<file path="config.mk">
export PLATFORM = sky130hd
export DESIGN_NAME = speed_ctrl_divider
export DESIGN_NICKNAME = d
export VERILOG_FILES = /design/src/rtl/speed_ctrl_divider.sv
export SDC_FILE = /design/constraint.sdc
export NUM_CORES = 1
export LEC_CHECK = 0
export ABC_CLOCK_PERIOD_IN_PS = 8700
export CAP_MARGIN = 20
export CORE_ASPECT_RATIO = 1.5
export CORE_MARGIN = 5
export CORE_UTILIZATION = 45
export CTS_CLUSTER_SIZE = 24
export DETAILED_ROUTE_END_ITERATION = 8
export SKIP_CTS_REPAIR_TIMING = 1
export SYNTH_ARGS = -nofsm -noshare
export SYNTH_HDL_FRONTEND = slang
export SYNTH_SLANG_ARGS = --single-unit
export TNS_END_PERCENT = 5
</file>
<file path="constraint.sdc">
create_clock -name clk -period 8.7 [get_ports clk]
set_input_delay 1.305 -clock clk [delete_from_list [all_inputs] [get_ports clk]]
set_output_delay 1.305 -clock clk [all_outputs]
set_load 0.02 [all_outputs]
</file>
<file path="src/rtl/speed_ctrl_divider.sv">
// Playback-rate divisor with button stepping, auto-repeat and saturation,
// plus a rate tick generator that fires once every clk_count cycles.
module speed_ctrl_divider #(
  parameter int WIDTH         = 32,
  parameter int DEFAULT_COUNT = 1136,
  parameter int STEP          = 16,
  parameter int MIN_COUNT     = 16,
  parameter int MAX_COUNT     = 65535,
  parameter int REPEAT_CYCLES = 0
) (
  input  logic             clk,
  input  logic             reset,
  input  logic             speed_up,
  input  logic             speed_down,
  output logic [WIDTH-1:0] clk_count,
  output logic             tick,
  output logic             at_min,
  output logic             at_max
);

  localparam int HW = (REPEAT_CYCLES > 1) ? $clog2(REPEAT_CYCLES) : 1;
  localparam logic [HW-1:0] HOLD_LAST =
    HW'((REPEAT_CYCLES > 0) ? REPEAT_CYCLES - 1 : 0);
  localparam logic [WIDTH:0] STEP_W = (WIDTH+1)'(STEP);
  localparam logic [WIDTH:0] MIN_W  = (WIDTH+1)'(MIN_COUNT);
  localparam logic [WIDTH:0] MAX_W  = (WIDTH+1)'(MAX_COUNT);
  localparam logic [WIDTH-1:0] DEF  = WIDTH'(DEFAULT_COUNT);

  logic             up_q;
  logic             dn_q;
  logic [HW-1:0]    hold;
  logic [HW-1:0]    nxt_hold;
  logic [WIDTH-1:0] cnt;
  logic [WIDTH-1:0] nxt_count;
  logic [WIDTH:0]   ext;
  logic [WIDTH:0]   dn_sum;
  logic             rise_up;
  logic             rise_dn;
  logic             both;
  logic             do_up;
  logic             do_dn;

  assign rise_up = speed_up & ~up_q;
  assign rise_dn = speed_down & ~dn_q;
  assign both    = (rise_up & rise_dn) | (speed_up & speed_down);
  assign ext     = {1'b0, clk_count};
  assign dn_sum  = ext + STEP_W;

  always_comb begin
    do_up    = 1'b0;
    do_dn    = 1'b0;
    nxt_hold = '0;
    if (both) begin
      nxt_hold = '0;
    end else if (rise_up) begin
      do_up = 1'b1;
    end else if (rise_dn) begin
      do_dn = 1'b1;
    end else if (REPEAT_CYCLES > 0 && (speed_up ^ speed_down)) begin
      if (hold == HOLD_LAST) begin
        do_up = speed_up;
        do_dn = speed_down;
      end else begin
        nxt_hold = hold + 1'b1;
      end
    end
  end

  // Saturating arithmetic is done one bit wider so neither limit can wrap.
  always_comb begin
    nxt_count = clk_count;
    unique case (1'b1)
      do_up: begin
        if (ext < MIN_W + STEP_W) nxt_count = MIN_W[WIDTH-1:0];
        else nxt_count = clk_count - STEP_W[WIDTH-1:0];
      end
      do_dn: begin
        if (dn_sum > MAX_W) nxt_count = MAX_W[WIDTH-1:0];
        else nxt_count = dn_sum[WIDTH-1:0];
      end
      default: nxt_count = clk_count;
    endcase
  end

  always_ff @(posedge clk) begin
    if (reset) begin
      clk_count <= DEF;
      at_min    <= (DEFAULT_COUNT == MIN_COUNT);
      at_max    <= (DEFAULT_COUNT == MAX_COUNT);
      tick      <= 1'b0;
      cnt       <= '0;
      hold      <= '0;
      up_q      <= speed_up;
      dn_q      <= speed_down;
    end else begin
      up_q      <= speed_up;
      dn_q      <= speed_down;
      hold      <= nxt_hold;
      clk_count <= nxt_count;
      at_min    <= ({1'b0, nxt_count} == MIN_W);
      at_max    <= ({1'b0, nxt_count} == MAX_W);
      // >= rather than == so a shrinking divisor cannot strand cnt above it.
      if (cnt >= clk_count - 1'b1) begin
        tick <= 1'b1;
        cnt  <= '0;
      end else begin
        tick <= 1'b0;
        cnt  <= cnt + 1'b1;
      end
    end
  end

endmodule

</file>
Word level (Yosys, flattened, before mapping)
Index checks and enable logic that the tools add are counted.
{"block": "totals", "wordCells": 33, "out_inout_bits": 35, "reg_bits": 69, "in_bits": 4}
{"block": "op_classes", "addsub": 4, "magnitude_cmp": 3, "n_eq_ne": 2, "n_reduce_logical": 1, "mux": 9, "bitwise_logic": 7}
{"op": "$mux W32", "n": 2}
{"op": "$pmux W32 S2", "n": 1}
{"op": "$add A32 B5 Y33 const B", "n": 1}
{"op": "$gt A33 B16 Y1 const B", "n": 1}
{"op": "$add A32 B1 Y32 const B", "n": 1}
{"op": "$eq A32 B16 Y1 const B", "n": 1}
{"op": "$eq A32 B5 Y1 const B", "n": 1}
{"op": "$ge A32 B32 Y1", "n": 1}
{"op": "$lt A32 B6 Y1 const B", "n": 1}
{"op": "$sub A32 B1 Y32 const B", "n": 1}
{"op": "$sub A32 B5 Y32 const B", "n": 1}
{"op": "$mux W1", "n": 6}
{"op": "$and A1 B1 Y1", "n": 4}
{"op": "$not A1 Y1", "n": 2}
{"op": "$reduce_or A2 Y1", "n": 1}
{"op": "$or A1 B1 Y1", "n": 1}

Depth between registers and ports, before layout
{"block": "logic_depth", "depth_word": 7, "ltp_mapped": 18, "depth_no_buf": 16}

Least setup slack after synthesis
Ideal clock, no wire load.
{"block": "synth_path", "path_type": "register -> register", "from": "reg clk_count[4]", "to": "reg cnt[13]", "period_less_slack_ns": 3.921, "setup_slack_ns": 4.779, "setup_ns": 0.132, "n_path_buf": 3, "path_stages_with_launch": 17, "arrival_time_ns": 3.789, "t_required_ns": 8.568, "cell_sequence": "dfxtp_1 clkbuf_1 inv_1 ha_1 nor3b_2 nand3_1 nor4b_1 nand2_1 xor2_1 ha_1 nand4_1 nor4_1 o221ai_1 o21ai_0 clkbuf_1 clkbuf_1 a21oi_1"}
{"block": "synth_via", "elab_chain_len": 3}
{"item": "start: declaration", "line_no": "15", "source": "output logic [WIDTH-1:0] clk_count,"}
{"item": "start signal: assignment", "line_no": "99", "source": "clk_count <= nxt_count;"}
{"item": "$sub A32 B1 Y32", "line_no": "103", "source": "if (cnt >= clk_count - 1'b1) begin"}
{"item": "$ge A32 B32 Y1", "line_no": "103"}
{"item": "$reduce_or A2 Y1 (no source line)"}
{"item": "end signal: assignment", "line_no": "108", "source": "cnt <= cnt + 1'b1;"}
{"item": "end: declaration", "line_no": "33", "source": "logic [WIDTH-1:0] cnt;"}
No other way between the ends.
A chain may end at the register's enable or synchronous reset.

Worst setup path after layout
{"block": "layout_path", "from": "reg clk_count[4]", "to": "reg cnt[28]"}
The elaborated chain is that of the path after synthesis.

==> impl_results.md <==
* Status: finished, final reports clean
* CTS buffer count at 9
* VDD IR max at approximately 0.069 mV
* Cell count after synthesis at around 730
* Wire length per cell at 20.6 um
* Pwr/cell area at about 110 mW/mm^2
* First-pass GRT wire length at approximately 30,000 um
* Largest net degree at the start of global routing at 65
* Grt met1 use at 0.291
* Met3 usage at 0.0385
* CP max FO at 18
* Post-synth top flop: dfxtp_1
* Area delta synth->final at 10.9%
* Synthesized Nets at just under 800
* CP arrival at 4550 ps
* Number of global-route vias before repair at 5,806
* CP required at 8880 ps
* Yosys warns at 0
* Pins Over Slew Limit at 0
* Pin slew with the least headroom to its limit at 950 ps
* RSZ-0062 raised after global routing: false
* Cell mode on critical path: ha_1
* Post-synth top area share at 0.240
* GR peak layer: met2
* Synth top area cells: dfxtp_1 24%, ha_1 8.3%, xor2_1 5.2%
* Clock buffer depth at 2
* Worst-path cell chain: inv_1 > ha_1 > nor3b_2 > nand3_1 > nor4b_1 > nand2_1 > xor2_1 > ha_1 > nand4_1 > nor4_1 > o221ai_1 > o21ai_2 > buf_8 > a2111oi_0
* Hold WC Path Type: reg -> reg
* Final nets at 773
* Avg Cell Area, Syn at 7.86 um^2
* Crit-path leading delay family: simple AND/OR/NAND/NOR gates
* Starting Density at 0.460
* Io pins at 39
* Seq/Total Area, Yosys at 0.240
* Minimum clock period after layout at between 4000 and 5000 ps
* Post-synth EDFFs at 0
* Fin Setup TNS at 0 ps
* Slowest CP cell: o21ai_2
* Root Buffer: clkbuf_16
* Top achievable clock speed at around 0.23 GHz
* Distinct cells, synth at around 80
* Pleak at 2.38 nW
* Die X-Extent at 102 um
* Initial antenna violation count at 0
* Post-Syn Area at 0.00576 mm^2
* Total gr overflow at 0
* TritonCTS clock tree: built
* Final Cycle Share at 0.503
* Met2 Use GR at 0.415
* All-Layer GR Usage at 0.245
* DR pass1 iterations at 5
* Worst skew pair latency at 340 ps
* Initial DRC count at 501
* Antenna Nets Post-Route at 0
* Ys async rst share at 0
* Vias post-DR at 5,837
* Row cnt at 50
* Final setup vio count at 0
* Max-Cap Viols at 0
* Post-DP HPWL at 13,200 um
* Core footprint at 0.0125 mm^2
* Die area at 0.0152 mm^2
* Worst path buffer plus inverter count at 2
* I/O Buffers at 38
* Die H at ~150 um
* Seq cells post-synth at 69
* Diodes inserted at 0
* Crit path launch type: flop
* Placer's final routability congestion estimate at 0.964
* Final hold violation count at 0
* Vias/cell at 6.54
* Proportion of layout cells with a drive suffix above 1 at 0.0679
* Clk_skew at roughly 10 ps
* Max incr delay on CP at around 540 ps
* Clk pin slew, worst setup/hold paths at 60 ps
* Max_slew headroom at 0.364
* CP endpoint kind: flop
* Clock sink count at 69
* Overall power at 725 uW
* Kind of critical path: reg -> reg
* Wirelength, routed at 18,400 um
* Dominant cell type by area after synthesis: dfxtp_1
* # DRC at 0
* H-tree levels at 3
[flip-flops by register name, indices dropped and copies added, names as in the netlist]
register   count
clk_count     32
cnt           32
at_max         1
at_min         1
dn_q           1
tick           1
up_q           1
[stage by stage]
step           instance area (um^2)  std cells  utilization  setup WS, ps  hold slack [ps]
6_report                       6390        892        0.511          4330              543
5_1_grt                        6390        892        0.511          3860              581
4_1_cts                        6390        892        0.511          4310              535
3_5_place_dp                   6130        876        0.490          4290              524
3_3_place_gp                   6110        875        0.489          3990              507
2_1_floorplan                  5760        733            -          4780              477
[worst paths after layout]
check,cells after the start,slack [ps],to,from
worst max-delay path,14,4330,cnt[28],clk_count[4]
worst min-delay path,1,540,cnt[0],cnt[0]
worst max register to register,14,4330,cnt[28],clk_count[4]
worst min register to register,1,540,cnt[0],cnt[0]
[logic make-up (layout without fill, tap and decap cells)]
group | count (synthesis) | count (layout) | synth area share
buffers and inverters | 78 | 81 | 0.0604
AOI/OAI and AO/OA | 179 | 179 | 0.212
and+or+nand+nor | 302 | 302 | 0.301
xor gates and xnor gates | 63 | 63 | 0.0958
adders and majority gates | 38 | 38 | 0.0825
muxes | 4 | 4 | 0.00782
DFF | 69 | 69 | 0.240
[where the power goes]
group | switching (mW) | leakage, nW | internal, mW
Sequential | 0.00960 | 0.558 | 0.320
Combinational | 0.0396 | 1.70 | 0.0212
Clock | 0.143 | 0.129 | 0.191
[metal layers]
metal	up-vias	wire, um
li1	2754	-
met1	2813	7530
met2	214	9090
met3	56	875
met4	0	866
met5	-	0
[synth_stat cells (8+ instances only)]
master and n:
a2111oi_0 22, a21o_1 15, a21oi_1 55, and3_1 8, and4_1 12, buf_2 14, clkbuf_1 37, dfxtp_1 69
ha_1 38, inv_1 18, nand2_1 56, nand3_1 33, nand4_1 27, nor2_1 49, nor3_1 22, nor4_1 24
o21ai_0 26, or3_1 19, xnor2_1 29, xor2_1 34
[layout make-up]
| class | instances | area, um^2 |
|---|---|---|
| fill | 1253 | 6120 |
| clock inverter | 5 | 27.5 |
| timing repair buffer | 47 | 450 |
| tap | 156 | 195 |
| inverter | 18 | 67.6 |
| multi-input combinational | 586 | 4040 |
| clock buffer | 11 | 233 |
| sequential | 69 | 1380 |
[cell usage in the layout, fill, tap and decap left out, drive strengths merged, types with 5 or more instances in the layout]
master and n:
nor3 23, a2111oi 22, nand2b 5, and4 12
clkdlybuf4s50 37, inv 18, a21oi 55, ha 38
nor3b 6, nand2 56, and3 8, or3 19
xor2 34, buf 10, clkbuf 11, nand3 37
nor2 49, o211ai 5, nor4 31, a21o 15
o22ai 7, dfxtp 69, a22oi 5, o21ai 29
xnor2 29, nand4 30
Note: power is estimated with default switching activity, not from simulation.
